### config.mk
export PLATFORM = sky130hd
export DESIGN_NAME = bram_msg_writer_flat
export DESIGN_NICKNAME = d
export VERILOG_FILES = /design/src/rtl/bram_msg_writer_if.sv /design/src/rtl/bram_msg_writer.sv /design/src/flat_wrapper.sv
export SDC_FILE = /design/constraint.sdc
export NUM_CORES = 1
export LEC_CHECK = 0
export BUFFER_PORTS_ARGS = -buffer_cell sky130_fd_sc_hd__buf_2
export CAP_MARGIN = 10
export CELL_PAD_IN_SITES_DETAIL_PLACEMENT = 0
export CELL_PAD_IN_SITES_GLOBAL_PLACEMENT = 2
export CORE_UTILIZATION = 32
export CTS_CLUSTER_DIAMETER = 50
export CTS_CLUSTER_SIZE = 16
export DETAILED_ROUTE_END_ITERATION = 7
export PLACE_DENSITY_LB_ADDON = 0.1
export SETUP_SLACK_MARGIN = 0.4
export SLEW_MARGIN = 10
export SYNTH_ARGS = -nofsm -noshare
export SYNTH_HDL_FRONTEND = slang
export SYNTH_SLANG_ARGS = --single-unit
### constraint.sdc
create_clock -name CLK100MHZ -period 1.8 [get_ports CLK100MHZ]
set_input_delay 0.27 -clock CLK100MHZ [delete_from_list [all_inputs] [get_ports CLK100MHZ]]
set_output_delay 0.27 -clock CLK100MHZ [all_outputs]
set_load 0.03 [all_outputs]
### src/rtl/bram_msg_writer_if.sv
// Nibble-entry controls in, BRAM port A write bus and status out.
// The writer connects to the master side; whatever drives the keys and reads status uses slave.
interface bram_msg_writer_if #(
    parameter int ADDR_W = 4
);
    logic [3:0]        nib_in;
    logic              nib_valid;
    logic              commit;
    logic              clear;
    logic              ena;
    logic              wea;
    logic [ADDR_W-1:0] addra;
    logic [31:0]       dina;
    logic [ADDR_W:0]   word_count;
    logic [31:0]       entry_word;
    logic [3:0]        nib_cnt;
    logic              busy;
    logic              full;

    modport master (
        input  nib_in, nib_valid, commit, clear,
        output ena, wea, addra, dina, word_count, entry_word, nib_cnt, busy, full
    );

    modport slave (
        output nib_in, nib_valid, commit, clear,
        input  ena, wea, addra, dina, word_count, entry_word, nib_cnt, busy, full
    );
endinterface

### src/rtl/bram_msg_writer.sv
// Packs hex nibbles into 32-bit words and writes them sequentially into BRAM port A.
// Also performs a zero-fill sweep of the whole memory on clear.
module bram_msg_writer #(
    parameter int DEPTH  = 16,
    parameter int ADDR_W = 4
) (
    input  logic               CLK100MHZ,
    input  logic               CPU_RESETN,
    bram_msg_writer_if.master  bus
);
    localparam logic [1:0] S_IDLE  = 2'd0;
    localparam logic [1:0] S_WRITE = 2'd1;
    localparam logic [1:0] S_CLEAR = 2'd2;

    localparam logic [ADDR_W-1:0] LAST_ADDR = ADDR_W'(DEPTH - 1);
    localparam logic [ADDR_W:0]   FULL_CNT  = (ADDR_W + 1)'(DEPTH);

    logic [1:0]        r_state;
    logic [ADDR_W-1:0] r_wr_ptr;
    logic [ADDR_W:0]   r_word_count;
    logic [31:0]       r_entry;
    logic [3:0]        r_nib_cnt;
    logic              r_ena;
    logic              r_wea;
    logic [ADDR_W-1:0] r_addra;
    logic [31:0]       r_dina;
    logic              r_busy;
    logic              r_full;

    logic [31:0]       w_shifted;
    logic              w_do_write;
    logic [31:0]       w_wr_data;
    logic              w_accept;

    assign w_shifted = {r_entry[27:0], bus.nib_in};
    assign w_accept  = (r_state == S_IDLE) && !bus.clear && !r_full;

    // Commit outranks nib_valid even when it turns out to be a no-op.
    always_comb begin
        w_do_write = 1'b0;
        w_wr_data  = r_entry;
        if (w_accept) begin
            if (bus.commit) begin
                w_do_write = (r_nib_cnt != 4'd0);
            end else if (bus.nib_valid && r_nib_cnt == 4'd7) begin
                w_do_write = 1'b1;
                w_wr_data  = w_shifted;
            end
        end
    end

    always_ff @(posedge CLK100MHZ or negedge CPU_RESETN) begin
        if (!CPU_RESETN) begin
            r_state      <= S_IDLE;
            r_wr_ptr     <= '0;
            r_word_count <= '0;
            r_entry      <= '0;
            r_nib_cnt    <= '0;
            r_ena        <= 1'b0;
            r_wea        <= 1'b0;
            r_addra      <= '0;
            r_dina       <= '0;
            r_busy       <= 1'b0;
            r_full       <= 1'b0;
        end else begin
            case (r_state)
                S_IDLE: begin
                    if (bus.clear) begin
                        r_state   <= S_CLEAR;
                        r_ena     <= 1'b1;
                        r_wea     <= 1'b1;
                        r_busy    <= 1'b1;
                        r_addra   <= '0;
                        r_dina    <= '0;
                        r_entry   <= '0;
                        r_nib_cnt <= '0;
                    end else if (w_do_write) begin
                        r_state   <= S_WRITE;
                        r_ena     <= 1'b1;
                        r_wea     <= 1'b1;
                        r_busy    <= 1'b1;
                        r_addra   <= r_wr_ptr;
                        r_dina    <= w_wr_data;
                        r_entry   <= '0;
                        r_nib_cnt <= '0;
                    end else if (w_accept && !bus.commit && bus.nib_valid) begin
                        r_entry   <= w_shifted;
                        r_nib_cnt <= r_nib_cnt + 4'd1;
                    end
                end
                S_WRITE: begin
                    r_state      <= S_IDLE;
                    r_ena        <= 1'b0;
                    r_wea        <= 1'b0;
                    r_busy       <= 1'b0;
                    r_word_count <= r_word_count + 1'b1;
                    r_full       <= (r_word_count + 1'b1) == FULL_CNT;
                    // Pointer parks on the last word rather than wrapping.
                    if (r_wr_ptr != LAST_ADDR)
                        r_wr_ptr <= r_wr_ptr + 1'b1;
                end
                S_CLEAR: begin
                    if (r_addra == LAST_ADDR) begin
                        r_state      <= S_IDLE;
                        r_ena        <= 1'b0;
                        r_wea        <= 1'b0;
                        r_busy       <= 1'b0;
                        r_wr_ptr     <= '0;
                        r_word_count <= '0;
                        r_full       <= 1'b0;
                    end else begin
                        r_addra <= r_addra + 1'b1;
                    end
                end
                default: begin
                    r_state <= S_IDLE;
                    r_ena   <= 1'b0;
                    r_wea   <= 1'b0;
                    r_busy  <= 1'b0;
                end
            endcase
        end
    end

    assign bus.ena        = r_ena;
    assign bus.wea        = r_wea;
    assign bus.addra      = r_addra;
    assign bus.dina       = r_dina;
    assign bus.word_count = r_word_count;
    assign bus.entry_word = r_entry;
    assign bus.nib_cnt    = r_nib_cnt;
    assign bus.busy       = r_busy;
    assign bus.full       = r_full;
endmodule

### src/flat_wrapper.sv
// flat-port wrapper written by rule: the top's interface ports become plain ports
module bram_msg_writer_flat 
#(
    parameter int DEPTH  = 16,
    parameter int ADDR_W = 4
)
  (CLK100MHZ, CPU_RESETN, bus_nib_in, bus_nib_valid, bus_commit, bus_clear, bus_ena, bus_wea, bus_addra, bus_dina, bus_word_count, bus_entry_word, bus_nib_cnt, bus_busy, bus_full);
  bram_msg_writer_if #(.ADDR_W(ADDR_W)) bus_i ();
  input  logic CLK100MHZ;
  input  logic CPU_RESETN;
  input wire logic [$bits(bus_i.nib_in)-1:0] bus_nib_in;
  input wire logic [$bits(bus_i.nib_valid)-1:0] bus_nib_valid;
  input wire logic [$bits(bus_i.commit)-1:0] bus_commit;
  input wire logic [$bits(bus_i.clear)-1:0] bus_clear;
  output wire logic [$bits(bus_i.ena)-1:0] bus_ena;
  output wire logic [$bits(bus_i.wea)-1:0] bus_wea;
  output wire logic [$bits(bus_i.addra)-1:0] bus_addra;
  output wire logic [$bits(bus_i.dina)-1:0] bus_dina;
  output wire logic [$bits(bus_i.word_count)-1:0] bus_word_count;
  output wire logic [$bits(bus_i.entry_word)-1:0] bus_entry_word;
  output wire logic [$bits(bus_i.nib_cnt)-1:0] bus_nib_cnt;
  output wire logic [$bits(bus_i.busy)-1:0] bus_busy;
  output wire logic [$bits(bus_i.full)-1:0] bus_full;
  assign bus_i.nib_in = bus_nib_in;
  assign bus_i.nib_valid = bus_nib_valid;
  assign bus_i.commit = bus_commit;
  assign bus_i.clear = bus_clear;
  assign bus_ena = bus_i.ena;
  assign bus_wea = bus_i.wea;
  assign bus_addra = bus_i.addra;
  assign bus_dina = bus_i.dina;
  assign bus_word_count = bus_i.word_count;
  assign bus_entry_word = bus_i.entry_word;
  assign bus_nib_cnt = bus_i.nib_cnt;
  assign bus_busy = bus_i.busy;
  assign bus_full = bus_i.full;
  bram_msg_writer #(.DEPTH(DEPTH), .ADDR_W(ADDR_W)) u_core (.CLK100MHZ(CLK100MHZ), .CPU_RESETN(CPU_RESETN), .bus(bus_i));
endmodule
**Word-level counts from Yosys, hierarchy flattened**

Cells that the tools add are included.

- Equal/unequal tests: 10
- Muxes and demuxes: 32
- $add $sub $neg: 4
- Reductions and logical operators: 20

Operators by type and width:

| operator | count |
|---|---|
| two-way mux 32 bit | 8 |
| two-way mux 4 bit | 8 |
| one-hot mux 4 bit (2 select lines) | 2 |
| adder 4 x 1 -> 4 bit, second input constant | 3 |
| one-hot mux 5 bit (2 select lines) | 1 |
| AND reduction 2 bit | 4 |
| two-way mux 1 bit | 6 |
| two-way mux 2 bit | 3 |
| AND reduction 3 bit | 2 |
| nonzero test 2 bit | 3 |
| adder 5 x 1 -> 5 bit, second input constant | 1 |
| == test 5 bit, second input constant | 1 |
| logical AND 1 bit | 5 |
| two-way mux 5 bit | 1 |
| == test 4 x 3 -> 1 bit, second input constant | 1 |
| == test 4 bit, second input constant | 1 |
| inequality test 2 x 1 -> 1 bit, second input constant | 2 |
| inequality test 4 bit, second input constant | 1 |
| one-hot mux 1 bit (2 select lines) | 2 |
| one-hot mux 2 bit (2 select lines) | 1 |
| nonzero test 4 bit | 1 |
| zero test 1 bit | 3 |
| inequality test 3 x 2 -> 1 bit, second input constant | 1 |
| nonzero test 3 bit | 1 |
| other kinds (4) | 4 |

- Register bits: 85
- Input bits: 9
- Word-level logic and storage cells: 75
- Output and inout port bits: 81

**Depth between registers and ports, before layout**

Gate-level depths: netlist (run 1).

- Depth after elaboration: 8
- Mapped depth: 8
- Depth with buffers taken out: 6

**Worst setup path before layout (run 1)**

Ideal clock, no wire load.

- Path kind: reg-to-reg
- From: register u_core.r_nib_cnt[1] (netlist: u_core.bus.nib_cnt[1])
- To: register u_core.r_dina[0] (netlist: u_core.bus.dina[0])
- Stages on the path, launching flop included: 8
- Slack: -0.334 ns
- Arrival: 2.009 ns
- Library setup time: 0.125 ns
- Cell sequence: dfrtp_1 ha_1 nor4bb_1 buf_2 a21o_1 a22o_4 buf_6 mux2_4

- Longest elaborated chain between the ends: 7
- Elaborated cells between the ends (all ways): 13
- Those cells by class: 1 x eq/ne; 8 x mux; 4 x reduce/logical

RTL lines:

| item | RTL line | RTL |
|---|---|---|
| start: declaration | bram_msg_writer.sv:22 | `logic [3:0] r_nib_cnt;` |
| start signal: assignment | bram_msg_writer.sv:88 | `r_nib_cnt <= r_nib_cnt + 4'd1;` |
| == test 4 x 3 -> 1 bit | bram_msg_writer.sv:45 | `end else if (bus.nib_valid && r_nib_cnt == 4'd7) begin` |
| logical AND 1 bit | bram_msg_writer.sv:45 |  |
| two-way mux 32 bit / two-way mux 1 bit (equally long branches) | bram_msg_writer.sv:45 |  |
| two-way mux 32 bit / two-way mux 1 bit (equally long branches) | bram_msg_writer.sv:43 | `if (bus.commit) begin` |
| two-way mux 32 bit / two-way mux 1 bit (equally long branches) | bram_msg_writer.sv:42 | `if (w_accept) begin` |
| two-way mux 32 bit / nonzero test 2 bit (equally long branches) | -- |  |
| two-way mux 32 bit / AND reduction 2 bit (equally long branches) | -- |  |
| end signal: assignment | bram_msg_writer.sv:83 | `r_dina <= w_wr_data;` |
| end: declaration | bram_msg_writer.sv:26 | `logic [31:0] r_dina;` |

Several ways; a longest one is shown, not always the timed one. The select of a mux whose other input is x is not followed.
A chain may end at the register's enable or synchronous reset.

**Worst setup path after layout (run 1)**

- From: register u_core.r_nib_cnt[1] (netlist: u_core.bus.nib_cnt[1])
- To: register u_core.r_entry[1] (netlist: u_core.bus.entry_word[1])

- Longest elaborated chain between the ends: 7
- Elaborated cells between the ends (all ways): 10
- Those cells by class: 1 x eq/ne; 5 x mux; 4 x reduce/logical

RTL lines:

| item | RTL line | RTL |
|---|---|---|
| == test 4 x 3 -> 1 bit | bram_msg_writer.sv:45 |  |
| logical AND 1 bit | bram_msg_writer.sv:45 |  |
| two-way mux 1 bit | bram_msg_writer.sv:45 |  |
| two-way mux 1 bit (*) | bram_msg_writer.sv:43 |  |
| two-way mux 1 bit (*) | bram_msg_writer.sv:42 |  |
| nonzero test 3 bit (no source line) / two-way mux 32 bit (equally long branches) | -- |  |
| AND reduction 2 bit (no source line) / two-way mux 32 bit (equally long branches) | -- |  |
| end signal: assignment | bram_msg_writer.sv:87 | `r_entry <= w_shifted;` |
| end: declaration | bram_msg_writer.sv:21 | `logic [31:0] r_entry;` |

Every way passes the cells marked *; elsewhere a longest branch is shown, timed or not.

==> results of run 1 <==
==> power groups by stage <==
stage	clock, mW	combinational, mW	sequential, mW
floorplan	0	1.93	2.77
global placement	0	3.39	2.47
detailed placement	0	3.40	2.48
CTS	1.88	3.78	2.46
global route	1.95	4.58	2.51
finish	1.82	4.27	2.47
==> registers in the layout, indices dropped and copies added (netlist names) <==
signal,flops
u_core.r_wr_ptr,4
u_core.bus.full,1
u_core.bus.dina,32
u_core.bus.ena,1
u_core.bus.addra,4
u_core.bus.nib_cnt,4
u_core.r_state,2
u_core.bus.word_count,5
u_core.bus.entry_word,32
==> cell type report <==
type / instances / area share, %
Clock buffer: 12 / 4.117
Clock inverter: 4 / 0.4820
Inverter: 6 / 0.4017
Multi-Input combinational cell: 269 / 36.07
Sequential cell: 85 / 34.32
Tap cell: 176 / 3.535
Timing Repair Buffer: 164 / 21.07
==> cell usage in the layout, fill, tap and decap left out, drive strengths merged, types with 2 or more instances in the layout <==
| cell type | n |
|---|---|
| nor3 | 4 |
| o21ai | 42 |
| a21o | 4 |
| nor4bb | 2 |
| nor2b | 3 |
| xor2 | 3 |
| nor2 | 7 |
| nand4bb | 2 |
| buf | 157 |
| mux2 | 36 |
| a211oi | 2 |
| nand3 | 36 |
| ha | 9 |
| clkbuf | 18 |
| inv | 8 |
| nand2b | 2 |
| a21oi | 40 |
| a22o | 38 |
| nand2 | 14 |
| nand4 | 3 |
| dfrtp | 85 |
==> timing repair <==
action,CTS,global route
hold endpoints to repair,25,0
hold buffers,1,0
setup buffers,13,3
setup endpoints to repair,88,89
resized for setup,29,25
cloned,0,9
pin swaps,6,18
==> cell families after synthesis <==
logic type | after synthesis
flip-flops | 85
buffers and inverters | 38
adder cells (fa/ha/maj) | 9
AO/OA/AOI/OAI | 137
multiplexers | 37
AND/OR/NAND/NOR | 83
XOR/XNOR | 3
==> worst max-delay path, cell delays in order (launching register included) <==
cell,delay (ps)
sky130_fd_sc_hd__dfrtp_2,430
sky130_fd_sc_hd__inv_2,50
sky130_fd_sc_hd__ha_1,120
sky130_fd_sc_hd__or3b_4,420
sky130_fd_sc_hd__a21o_1,220
sky130_fd_sc_hd__nor3_4,160
sky130_fd_sc_hd__buf_12,170
sky130_fd_sc_hd__clkbuf_16,160
sky130_fd_sc_hd__a22o_1,120
==> how the worst max path moves through the flow <==
stage / to / slack [ps] / cells past startpoint / start
2_1_floorplan: u_core.bus.dina[0] / -150 / 6 / u_core.bus.nib_cnt[0]
3_3_place_gp: u_core.bus.dina[18] / -100 / 7 / u_core.r_state[1]
3_5_place_dp: u_core.bus.dina[18] / -100 / 7 / u_core.r_state[1]
4_1_cts: u_core.bus.dina[18] / -100 / 7 / u_core.bus.nib_cnt[1]
5_1_grt: u_core.bus.entry_word[3] / -170 / 8 / u_core.bus.nib_cnt[0]
6_report: u_core.bus.entry_word[1] / -120 / 8 / u_core.bus.nib_cnt[1]
==> metrics by stage <==
stage / setup slack, ps / util (%) / total power, mW
after floorplan: -154.3 / - / 4.699
after global placement: -101.6 / 41.16 / 5.867
after detailed placement: -103.0 / 41.16 / 5.882
after CTS: -101.8 / 44.85 / 8.122
after global routing: -173.8 / 47.04 / 9.034
final: -119.5 / 47.04 / 8.560
==> layer usage <==
layer	vias up	global-route usage, %	share of wire, %
met3	11	4.875	3.7
li1	1753	-	-
met2	81	28.07	46
met4	0	5.538	1.4
met1	1843	26.75	49
met5	-	0	0
==> summary.json, run 1 <==
{
  "status": {"value": "finished with violations"},
  "failed_checks": {"value": "setup timing"},
  "filler_cell_count": {"value": 1275},
  "sequential_cell_area": {"value": 0.002138, "unit": "mm2"},
  "cp-end-kind": {"value": "register"},
  "floorplan.io_pins": {"value": 90},
  "setup_repair_after_global_routing_missed_its_margin": {"value": "yes"},
  "rr_worst_depth": {"value": 8},
  "post_synth_xor_area_fraction": {"value": 0.6031, "unit": "%"},
  "worst-endpoint-arrival": {"value": 2200, "unit": "ps"},
  "rr_endpoint": {"value": "u_core.bus.entry_word[1]"},
  "layoutNonFillerInstCount": {"value": 716},
  "clkLatencyLatePin": {"value": 350, "unit": "ps"},
  "power.net_switching": {"value": 3.257, "unit": "mW"},
  "synth-warning-count": {"value": 0},
  "std_cell_rows": {"value": 42},
  "hold_path.class": {"value": "in -> reg"},
  "holdCritStartpoint": {"value": "bus_nib_in[0]"},
  "final-setup-viol-count": {"value": 73},
  "edff_count_synth": {"value": 0},
  "maximum_fanout_along_the_worst_path": {"value": 8},
  "vias": {"value": 3688},
  "synth-seq-cells": {"value": 85},
  "totalNegativeSetupSlack": {"value": -6309, "unit": "ps"},
  "initial_standard_cell_utilization_of_the_core": {"value": 32.90, "unit": "%"},
  "dr_iter_0_viols": {"value": 177},
  "synthMuxAreaShare": {"value": 12.12, "unit": "%"},
  "htree_num_levels": {"value": 3},
  "internal_power": {"value": 5.302, "unit": "mW"},
  "cts_made_buffers": {"value": 9},
  "final_net_count": {"value": 553},
  "most_numerous_cell_in_the_yosys_netlist": {"value": "sky130_fd_sc_hd__dfrtp_1"},
  "residual_overflow_from_global_routing": {"value": 0},
  "type_of_the_worst_setup_path": {"value": "reg -> reg"},
  "hold_end": {"value": "u_core.bus.entry_word[0]"},
  "multi_input_combinational_cell_area": {"value": 0.002247, "unit": "mm2"},
  "grtUsageTotal": {"value": 18.87, "unit": "%"},
  "max_cap_violations": {"value": 0},
  "slew_headroom": {"value": 71.53, "unit": "%"},
  "number_of_optimization_iterations_in_the_first_detailed_route_pass": {"value": 6},
  "worst_hold_margin": {"value": 152.3, "unit": "ps"},
  "p_sw_share": {"value": 38.06, "unit": "%"},
  "detailed_place_hpwl": {"value": 8.186, "unit": "mm"},
  "cts_buffer_depth": {"value": 2},
  "post_synth_and_or_nand_nor_area_fraction": {"value": 10.65, "unit": "%"},
  "tightest_slew": {"value": 427.1, "unit": "ps"},
  "pd_cells": {"value": 1374, "unit": "mW/mm2"},
  "synth_cell_types": {"value": 50},
  "route.final.wire_length": {"value": 13.46, "unit": "mm"},
  "synth_commonest_cells": {"value": "sky130_fd_sc_hd__dfrtp_1 (85), sky130_fd_sc_hd__o21ai_0 (42), sky130_fd_sc_hd__a21oi_1 (39), sky130_fd_sc_hd__a22o_1 (37), sky130_fd_sc_hd__nand3_1 (36)"},
  "cts.root.buffer_cell": {"value": "sky130_fd_sc_hd__clkbuf_16"},
  "grt_pass1_wl": {"value": 20.50, "unit": "mm"},
  "clock_power_share": {"value": 21.3, "unit": "%"},
  "cp-start-kind": {"value": "register"},
  "synth.avg_cell_area": {"value": 11.11, "unit": "um2"},
  "placeableCoreArea": {"value": 0.01324, "unit": "mm2"},
  "setup_ws": {"value": -119.5, "unit": "ps"},
  "numClockSinks": {"value": 85},
  "yosys.area.top_type_share": {"value": 48.82, "unit": "%"},
  "timing.hold.worst_path_depth": {"value": 2},
  "skew": {"value": 7.856, "unit": "ps"},
  "die-height": {"value": 118.7, "unit": "um"},
  "grt_pass1_vias": {"value": 3559},
  "design_area": {"value": 0.006230, "unit": "mm2"},
  "syn_to_final_growth": {"value": 42.99, "unit": "%"},
  "placed_cell_area": {"value": 0.005450, "unit": "mm2"},
  "max_slew_vio_count": {"value": 0},
  "power.ir.vdd_worst": {"value": 0.0007418, "unit": "V"},
  "antenna_cells": {"value": 0},
  "synth_area_leaders": {"value": "sky130_fd_sc_hd__dfrtp_1 (49%), sky130_fd_sc_hd__mux2_4 (10%), sky130_fd_sc_hd__a22o_1 (7.4%), sky130_fd_sc_hd__o21ai_0 (4.8%), sky130_fd_sc_hd__a21oi_1 (4.5%)"},
  "fp.dieW": {"value": 118.7, "unit": "um"},
  "drc": {"value": 0},
  "tritoncts": {"value": "yes"},
  "syn-instance-count": {"value": 392},
  "power.combinational.fraction": {"value": 49.9, "unit": "%"},
  "setup.reg_to_reg.worst_slack": {"value": -120, "unit": "ps"},
  "r2r_start": {"value": "u_core.bus.nib_cnt[1]"},
  "antenna_found_initial": {"value": 0},
  "mappedNetlistArea": {"value": 0.004357, "unit": "mm2"},
  "synth_nets": {"value": 410},
  "drt-vias-per-instance": {"value": 5.151},
  "synth_compound_gate_area_share": {"value": 20.68, "unit": "%"},
  "yosys.area.top_type": {"value": "sky130_fd_sc_hd__dfrtp_1"},
  "synth_top_family_by_area": {"value": "compound AO/OA/AOI/OAI gates"},
  "largest_net_degree_at_the_start_of_global_routing": {"value": 35},
  "synth_async_sr_flop_share": {"value": 100.0, "unit": "%"},
  "sequential_power_share": {"value": 28.8, "unit": "%"},
  "place_congestion": {"value": 0.7388},
  "die_area": {"value": 0.01408, "unit": "mm2"},
  "numPortBuffers": {"value": 89},
  "fmaxAchievable": {"value": 0.5210, "unit": "GHz"},
  "dominantRegCellSynth": {"value": "sky130_fd_sc_hd__dfrtp_1"},
  "clk_transition_reported_paths": {"value": 60, "unit": "ps"},
  "timing.critical_path.required": {"value": 2080, "unit": "ps"},
  "post_route_cells_drive_above_1_share": {"value": 48.15, "unit": "%"},
  "numPlacedInstances": {"value": 674},
  "period_needed": {"value": 1919, "unit": "ps"},
  "ant_nets": {"value": 0},
  "ys_seq_area_share": {"value": 48.82, "unit": "%"},
  "hold_viol_final": {"value": 0},
  "leakage": {"value": 2.989, "unit": "nW"},
  "avgRoutedWirePerCell": {"value": 18.79, "unit": "um"},
  "post_synth_fa_ha_maj_area_fraction": {"value": 2.585, "unit": "%"},
  "timing.final.crit_share": {"value": 106.6, "unit": "%"}
}
(Power assumes the default switching activity.)
==> inputs of run 2 (changes only) <==
--- a/config.mk
+++ b/config.mk
@@ -5,15 +5,16 @@
 export SDC_FILE = /design/constraint.sdc
 export NUM_CORES = 1
 export LEC_CHECK = 0
-export BUFFER_PORTS_ARGS = -buffer_cell sky130_fd_sc_hd__buf_2
 export CAP_MARGIN = 10
 export CELL_PAD_IN_SITES_DETAIL_PLACEMENT = 0
 export CELL_PAD_IN_SITES_GLOBAL_PLACEMENT = 2
-export CORE_UTILIZATION = 32
+export CORE_UTILIZATION = 37
 export CTS_CLUSTER_DIAMETER = 50
 export CTS_CLUSTER_SIZE = 16
 export DETAILED_ROUTE_END_ITERATION = 7
+export DONT_BUFFER_PORTS = 1
 export PLACE_DENSITY_LB_ADDON = 0.1
+export RECOVER_POWER = 100
 export SETUP_SLACK_MARGIN = 0.4
 export SLEW_MARGIN = 10
 export SYNTH_ARGS = -nofsm -noshare
==> run 2 against run 1 <==
  * The run ends with hold timing, setup timing left
  * Setup slack worse by 21 ps
  * Global-route usage is 2.2 points higher
  * Clock-buffer cell count is 1 lower
  * Highest routed layer unchanged
  * Via count is 5.5% lower
  * Largest cell class unchanged
  * First-iteration DRC count is 23% higher
  * Combinational power is 13% lower
  * Critical path type unchanged
  * Non-clock buffer count is 89 lower
  * Final area is 9.5% lower
  * Sequential share of layout area is 3.5 points higher
  * Critical path depth is 1 lower
==> summary.json, run 2 (same netlist as run 1, synthesis figures left out) <==
{
  "layout.cells.most_common": {"value": "sky130_fd_sc_hd__dfrtp_1"},
  "worst_hold_margin": {"value": -377.1, "unit": "ps"},
  "startpoint": {"value": "u_core.bus.nib_cnt[0]"},
  "ant_nets": {"value": 0},
  "grtUsageTotal": {"value": 21.12, "unit": "%"},
  "tritoncts": {"value": "yes"},
  "filler_cell_count": {"value": 1021},
  "sequential_cell_area": {"value": 0.002132, "unit": "mm2"},
  "htree_num_levels": {"value": 3},
  "clock_power_share": {"value": 23.0, "unit": "%"},
  "detailed_place_hpwl": {"value": 7.623, "unit": "mm"},
  "period_needed": {"value": 1940, "unit": "ps"},
  "cts_made_buffers": {"value": 9},
  "initial_standard_cell_utilization_of_the_core": {"value": 37.99, "unit": "%"},
  "power.ir.vdd_worst": {"value": 0.0008210, "unit": "V"},
  "drt-vias-per-instance": {"value": 5.875},
  "clk_transition_reported_paths": {"value": 60, "unit": "ps"},
  "grt_pass1_wl": {"value": 20.36, "unit": "mm"},
  "leakage": {"value": 2.481, "unit": "nW"},
  "antenna_found_initial": {"value": 0},
  "r2r_start": {"value": "u_core.bus.nib_cnt[0]"},
  "route.final.wire_length": {"value": 12.58, "unit": "mm"},
  "power.combinational.fraction": {"value": 45.4, "unit": "%"},
  "worst-endpoint-arrival": {"value": 2170, "unit": "ps"},
  "pd_cells": {"value": 1458, "unit": "mW/mm2"},
  "max_cap_violations": {"value": 0},
  "cts.root.buffer_cell": {"value": "sky130_fd_sc_hd__clkbuf_16"},
  "largest_net_degree_at_the_start_of_global_routing": {"value": 86},
  "floorplan.io_pins": {"value": 90},
  "p_sw_share": {"value": 38.16, "unit": "%"},
  "multi_input_combinational_cell_area": {"value": 0.002278, "unit": "mm2"},
  "totalNegativeSetupSlack": {"value": -7552, "unit": "ps"},
  "clkLatencyLatePin": {"value": 350, "unit": "ps"},
  "number_of_optimization_iterations_in_the_first_detailed_route_pass": {"value": 5},
  "hold_viol_final": {"value": 85},
  "avgRoutedWirePerCell": {"value": 21.22, "unit": "um"},
  "maximum_fanout_along_the_worst_path": {"value": 7},
  "sequential_power_share": {"value": 31.6, "unit": "%"},
  "final_net_count": {"value": 464},
  "tightest_slew": {"value": 528.5, "unit": "ps"},
  "timing.critical_path.required": {"value": 2030, "unit": "ps"},
  "status": {"value": "finished with violations"},
  "post-layout-total-power": {"value": 8.218, "unit": "mW"},
  "fmaxAchievable": {"value": 0.5154, "unit": "GHz"},
  "numClockSinks": {"value": 85},
  "fp.dieW": {"value": 110.5, "unit": "um"},
  "dr_iter_0_viols": {"value": 217},
  "setup_ws": {"value": -140.2, "unit": "ps"},
  "cts_buffer_depth": {"value": 2},
  "setup_repair_after_global_routing_missed_its_margin": {"value": "yes"},
  "power.net_switching": {"value": 3.136, "unit": "mW"},
  "internal_power": {"value": 5.082, "unit": "mW"},
  "std_cell_rows": {"value": 39},
  "cp-start-kind": {"value": "register"},
  "max_slew_vio_count": {"value": 0},
  "residual_overflow_from_global_routing": {"value": 0},
  "cp-end-kind": {"value": "register"},
  "syn_to_final_growth": {"value": 29.41, "unit": "%"},
  "skew": {"value": 6.448, "unit": "ps"},
  "type_of_the_worst_setup_path": {"value": "reg -> reg"},
  "die-height": {"value": 110.5, "unit": "um"},
  "antenna_cells": {"value": 0},
  "slew_headroom": {"value": 64.77, "unit": "%"},
  "die_area": {"value": 0.01221, "unit": "mm2"},
  "numPortBuffers": {"value": 0},
  "grt_pass1_vias": {"value": 3504},
  "final-setup-viol-count": {"value": 72},
  "timing.final.crit_share": {"value": 107.8, "unit": "%"},
  "vias": {"value": 3484},
  "hold_path.class": {"value": "in -> async"},
  "placeableCoreArea": {"value": 0.01147, "unit": "mm2"},
  "place_congestion": {"value": 0.8142},
  "post_route_cells_drive_above_1_share": {"value": 35.11, "unit": "%"},
  "drc": {"value": 0},
  "layout.cells.most_common_list": {"value": "sky130_fd_sc_hd__dfrtp_1 (81), sky130_fd_sc_hd__a22o_1 (37), sky130_fd_sc_hd__buf_4 (37)"},
  "failed_checks": {"value": "hold timing, setup timing"}
}
[run 2: cell count changes in the layout (fill, tap and decap cells not counted), sizes merged, moves of 2 or more]
cell,delta
clkbuf,+6
clkinv,+2
buf,-95
inv,-2
[run 2: path summary, 6_finish.rpt]
| kind | cells after the start | endpoint | slack (ps) |
|---|---|---|---|
| setup / recovery | 7 | u_core.bus.dina[4] | -140 |
| hold / removal | 0 | u_core.bus.dina[20] | -380 |
| setup reg to reg | 7 | u_core.bus.dina[4] | -140 |
| hold reg to reg | 2 | u_core.r_wr_ptr[3] | 580 |
| max in group asynchronous | 0 | u_core.bus.entry_word[28] | 2030 |
| min in group CLK100MHZ | 1 | u_core.bus.entry_word[2] | 50 |
[run 2: layer usage]
metal | global-route usage, % | vias to the layer above | wire [um]
li1 | - | 1575 | -
met2 | 31.59 | 93 | 5698
met1 | 29.87 | 1805 | 6066
met4 | 7.200 | 0 | 178
met5 | 0 | - | 0
met3 | 4.940 | 11 | 639
[run 2: cell type report]
class / count / share of cell area [%]
inverter: 6 / 0.4439
sequential: 85 / 37.82
clock inverter: 4 / 0.8655
timing repair buffer: 75 / 12.98
clock buffer: 11 / 4.305
multi-input combinational: 269 / 40.41
tap: 143 / 3.174
[run 2: power groups by stage]
| stage | Sequential [mW] | Combinational (mW) | Clock, mW |
|---|---|---|---|
| after CTS | 2.61 | 3.36 | 1.93 |
| after floorplan | 2.77 | 1.93 | 0 |
| after global routing | 2.63 | 4.02 | 1.99 |
| after detailed placement | 2.64 | 3.07 | 0 |
| after global placement | 2.63 | 3.04 | 0 |
| final | 2.60 | 3.73 | 1.89 |
[run 2: metrics by stage]
step / utilization [%] / area [um2] / setup slack, ps / std cells
floorplan: - / 4482 / -154.3 / 392
global placement: 43.04 / 4936 / -111.5 / 552
detailed placement: 43.04 / 4936 / -100.3 / 552
CTS: 47.88 / 5490 / -106.3 / 582
global route: 49.17 / 5638 / -235.1 / 593
finish: 49.17 / 5638 / -140.2 / 593
[run 2: timing repair]
action / 4_1_cts / 5_1_grt
endpoints found under the setup margin: 85 / 85
hold endpoints to repair: 85 / 85
resized for setup: 34 / 25
buffers inserted: 13 / 10
pin swaps: 13 / 15
gates cloned: 2 / 1
[run 2: critical path, stage by stage (launching register included)]
cell	delay, ps
sky130_fd_sc_hd__dfrtp_2	410
sky130_fd_sc_hd__buf_4	150
sky130_fd_sc_hd__ha_4	160
sky130_fd_sc_hd__nor4bb_4	150
sky130_fd_sc_hd__a21o_1	200
sky130_fd_sc_hd__a22o_4	270
sky130_fd_sc_hd__clkbuf_16	180
sky130_fd_sc_hd__mux2_4	290
